--- src/rtl/aznable_cen_gen.sv ---
// aznable_cen_gen: CH clock-enable dividers sharing phase 0, with pause freeze and divisor updates committed at the cnt_0 wrap.
// Optional turbo (halved divisors) is compiled in with the CEN_TURBO_EN macro.
module aznable_cen_gen #(
  parameter int                  CH       = 2,
  parameter int                  CNT_W    = 8,
  parameter logic [CH*CNT_W-1:0] DIV_INIT = {8'd12, 8'd4}
) (
  input  logic                  clk_sys,
  input  logic                  reset,
  input  logic                  pause,
  input  logic                  turbo,
  input  logic                  cfg_wr,
  input  logic [CH*CNT_W-1:0]   cfg_div,
  output logic [CH-1:0]         cen,
  output logic                  cfg_busy,
  output logic                  pause_ack
);

  logic [CH*CNT_W-1:0] r_div;
  logic [CH*CNT_W-1:0] r_pend;
  logic [CNT_W-1:0]    r_cnt [CH];
  logic [CH-1:0]       r_cen;
  logic                r_busy;
  logic                r_ack;

  logic [CNT_W-1:0]    w_eff [CH];
  logic [CH-1:0]       w_last;
  logic                w_wrap;
  logic                w_commit;
  logic                w_turbo_on;
  logic                w_tsw;
  logic                w_clear;

`ifdef CEN_TURBO_EN
  logic r_turbo;

  // Turbo only changes at a cnt_0 wrap, so the switch never splits a period.
  always_ff @(posedge clk_sys or posedge reset) begin
    if (reset)       r_turbo <= 1'b0;
    else if (w_wrap) r_turbo <= turbo;
  end

  assign w_turbo_on = r_turbo;
  assign w_tsw      = w_wrap && (turbo != r_turbo);
`else
  logic w_unused_turbo;
  assign w_unused_turbo = turbo;
  assign w_turbo_on     = 1'b0;
  assign w_tsw          = 1'b0;
`endif

  always_comb begin
    for (int i = 0; i < CH; i++) begin
      w_eff[i] = r_div[i*CNT_W +: CNT_W];
      if (w_turbo_on) w_eff[i] = w_eff[i] >> 1;
      if (w_eff[i] == '0) w_eff[i] = CNT_W'(1);
      w_last[i] = (r_cnt[i] == w_eff[i] - CNT_W'(1));
    end
  end

  assign w_wrap   = w_last[0] && !pause;
  assign w_commit = w_wrap && r_busy;
  assign w_clear  = w_commit || w_tsw;

  always_ff @(posedge clk_sys or posedge reset) begin
    if (reset) begin
      r_div  <= DIV_INIT;
      r_pend <= '0;
      r_cen  <= '0;
      r_busy <= 1'b0;
      r_ack  <= 1'b0;
      for (int i = 0; i < CH; i++) r_cnt[i] <= '0;
    end else begin
      r_ack <= pause;
      if (pause) begin
        r_cen <= '0;
      end else begin
        // cen at the commit edge still reflects the old divisors
        r_cen <= w_last;
        for (int i = 0; i < CH; i++) begin
          if (w_clear || w_last[i]) r_cnt[i] <= '0;
          else                      r_cnt[i] <= r_cnt[i] + CNT_W'(1);
        end
      end
      if (w_commit) r_div <= r_pend;
      if (cfg_wr) begin
        r_pend <= cfg_div;
        r_busy <= 1'b1;
      end else if (w_commit) begin
        r_busy <= 1'b0;
      end
    end
  end

  assign cen       = r_cen;
  assign cfg_busy  = r_busy;
  assign pause_ack = r_ack;

endmodule

--- config.mk ---
export PLATFORM = sky130hd
export DESIGN_NAME = aznable_cen_gen
export DESIGN_NICKNAME = d
export VERILOG_FILES = /design/src/rtl/aznable_cen_gen.sv
export SDC_FILE = /design/constraint.sdc
export NUM_CORES = 1
export LEC_CHECK = 0
export BUFFER_PORTS_ARGS = -buffer_cell sky130_fd_sc_hd__buf_2
export CAP_MARGIN = 40
export CORE_UTILIZATION = 50
export CTS_BUF_LIST = sky130_fd_sc_hd__clkbuf_16
export DETAILED_ROUTE_END_ITERATION = 8
export GPL_ROUTABILITY_DRIVEN = 0
export HOLD_SLACK_MARGIN = 0.08
export PLACE_DENSITY = 0.77
export RECOVER_POWER = 100
export REMOVE_ABC_BUFFERS = 1
export SETUP_SLACK_MARGIN = 0.02
export SLEW_MARGIN = 20
export SYNTH_ARGS = -nofsm -noshare
export SYNTH_HDL_FRONTEND = slang
export SYNTH_SLANG_ARGS = --single-unit
--- constraint.sdc ---
create_clock -name clk_sys -period 4.6 [get_ports clk_sys]
set_input_delay 0.23 -clock clk_sys [delete_from_list [all_inputs] [get_ports clk_sys]]
set_output_delay 0.23 -clock clk_sys [all_outputs]
set_load 0.005 [all_outputs]
==> flow_summary.json <==
{
  "first_pass_iters": 4,
  "via_count": 1850,
  "core_area_um2": 5240,
  "crit_chain": "nor4_1, a21oi_1, ha_1, nor3b_1, xnor2_1, a31oi_1, nand4_1, nor4_4, buf_4, mux2_1",
  "die_w_um": 76.6,
  "numCtsBuffers": 5,
  "startpoint": "r_div[3]",
  "cts_tree": "yes",
  "fmax_mhz": 281,
  "hpwl_um": 3470,
  "vias_per_cell": 5.57,
  "rr_worst_depth": 10,
  "final_common_cell": "dfrtp_1",
  "yosys_warnings": 0,
  "regToRegStartpoint": "r_div[3]",
  "synth-edff-count": 0,
  "synth_area_um2": 2780,
  "grt_start_max_net_pins": 29,
  "slowest_stage": "nor4_1",
  "nets": 286,
  "fin_skew_ns": 0.00415,
  "n_antenna_cell": 0,
  "ys_seq_area_frac": 0.469,
  "avgSynthCellArea_um2": 11.7,
  "critical_path.max_fanout": 21,
  "worst-path-buf-inv": 1,
  "hold_class": "input port to flop",
  "die_h_um": 76.6,
  "area_delta_synth_final_pct": 8.18,
  "setup_tns_ns": 0,
  "relSlewSlack": 0.0309,
  "dieArea_um2": 5870,
  "required_ns": 4.76,
  "crit_path_end": "r_div[13]",
  "wire_per_inst_um": 15.0,
  "cp_top_family": "simple AND/OR/NAND/NOR gates",
  "drt_iter0_drc": 112,
  "cpPeakStageDelay_ns": 0.65,
  "htree_levels": 2,
  "yosys.cell_types.count": 51,
  "cts_resized": 0,
  "grt_pass1_wl_um": 8940,
  "antenna_found_initial": 0,
  "synthArstFlopShare": 1.00,
  "wl_um": 4970,
  "clock_latency_ns": 0.29,
  "r2r-end": "r_div[13]",
  "final-max-slew-violation-count": 0,
  "cts.sinks": 52,
  "drc_errors": 0,
  "critical_path_arrival_ns": 3.72,
  "startpoint_type": "flop",
  "ios": 25,
  "syn_inst": 237,
  "grt_pass1_vias": 1865,
  "drive_gt1_frac": 0.229,
  "row_count": 26,
  "grt_overflow": 0,
  "status": "finished clean",
  "rsz0062_at_grt": "no",
  "final_cell_mix": "dfrtp_1, buf_2, mux2_2",
  "ys.flop_type": "dfrtp_1",
  "crit_cells": 10,
  "drtAntennaViolNets": 0,
  "finalSetupViolCount": 0,
  "yosys_register_bits": 52,
  "cts-root-buf": "clkbuf_16",
  "clock_path_buffers": 2,
  "start_util": 0.531,
  "hold_violations": 0,
  "r2r_slack_ns": 1.04,
  "drv_cap": 0,
  "path_clk_slew_ns": 0.07,
  "timing.final.crit_share": 0.773,
  "numPortBuffers": 23,
  "critPathCaptureType": "flop",
  "critPathKind": "flop to flop",
  "worst_pin_slew_ns": 1.45,
  "fin_crit_ns": 3.56,
  "track_usage": 0.195
}
[flip-flops by register name, summed over array words and instances, names as in the netlist]
name / flops
cen: 2
cfg_busy: 1
r_cnt: 16
pause_ack: 1
r_div: 16
r_pend: 16
[final cells by class]
type,instances,area (um^2)
Clock buffer,5,125
Clock inverter,3,42.5
Fill cell,433,2230
Inverter,8,30.0
Multi-Input combinational cell,168,1290
Sequential cell,52,1310
Tap cell,70,87.6
Timing Repair Buffer,26,131
[routing by layer]
layer	vias up	GRT usage	wire length, um
met5	-	0	0
met4	0	0.0788	72
met3	7	0.0311	182
met2	44	0.307	2320
met1	898	0.268	2400
li1	901	-	-
[cells by family (layout without fill, tap and decap cells)]
group / Yosys count / after routing / share of synthesized area
adders and majority gates: 4 / 4 / 0.0180
and+or+nand+nor: 70 / 70 / 0.156
DFF: 52 / 52 / 0.469
buffers and inverters: 17 / 42 / 0.0324
xor gates and xnor gates: 25 / 25 / 0.0841
muxes: 32 / 32 / 0.150
AOI/OAI and AO/OA: 37 / 37 / 0.0913
[worst register-to-register path: stages, from the launching register on]
cell and delay, ns:
dfrtp_1 0.47, nor4_1 0.65, a21oi_1 0.27, ha_1 0.33, nor3b_1 0.17, xnor2_1 0.13, a31oi_1 0.17, nand4_1 0.31
nor4_4 0.23, buf_4 0.32, mux2_1 0.39
[cells in the mapped netlist, types with 2 or more instances]
cell | instances | area [um^2]
or3_1 | 2 | 12.5
o21ai_0 | 7 | 35.0
xnor2_2 | 2 | 32.5
o2111ai_1 | 2 | 17.5
nor4_4 | 2 | 42.5
or2_2 | 2 | 12.5
o31ai_1 | 2 | 15.0
or4_4 | 2 | 22.5
ha_1 | 4 | 50.1
nor3_1 | 10 | 50.1
xor2_1 | 11 | 96.3
o21ai_1 | 3 | 15.0
nand2b_1 | 2 | 12.5
dfstp_2 | 3 | 78.8
nor2_1 | 12 | 45.0
buf_6 | 2 | 22.5
and3_1 | 2 | 12.5
mux2_2 | 17 | 191
xnor2_1 | 12 | 105
inv_1 | 8 | 30.0
dfrtp_1 | 49 | 1230
a211oi_1 | 2 | 15.0
clkbuf_1 | 5 | 18.8
mux2_4 | 15 | 225
nor4_1 | 3 | 18.8
nand4_1 | 5 | 31.3
a31oi_1 | 3 | 18.8
o211ai_1 | 3 | 22.5
nand2_1 | 13 | 48.8
nor2b_1 | 2 | 12.5
nand3_1 | 5 | 25.0
a21oi_1 | 6 | 30.0
[worst min-delay path by stage]
stage | start | endpoint | slack (ns) | cells past startpoint
final | cfg_div[5] | r_pend[5] | 0.17 | 2
after global routing | cfg_div[15] | r_pend[15] | 0.17 | 2
after CTS | cfg_div[5] | r_pend[5] | 0.17 | 2
after detailed placement | reset | r_pend[8] | 0.31 | 2
after global placement | cfg_div[15] | r_pend[15] | 0.46 | 2
after floorplan | pause | pause_ack | 0.26 | 0
[what timing repair did]
| item | in CTS | in global routing |
|---|---|---|
| buffers inserted | 0 | 0 |
| hold endpoints to repair | 22 | 0 |
| hold buffers | 1 | 0 |
[metrics by stage]
stage,util,area [um^2],hold slack [ns],cells,setup WS [ns]
6_report,0.575,3010,0.168,332,1.04
5_1_grt,0.575,3010,0.168,332,0.779
4_1_cts,0.598,3130,0.167,332,1.42
3_5_place_dp,0.564,2950,0.311,323,1.45
3_3_place_gp,0.560,2930,0.461,322,1.52
2_1_floorplan,-,2720,0.261,228,1.20
Power is not shown: default switching activity piles up to over one toggle a cycle in this logic, so the estimate is an artifact.
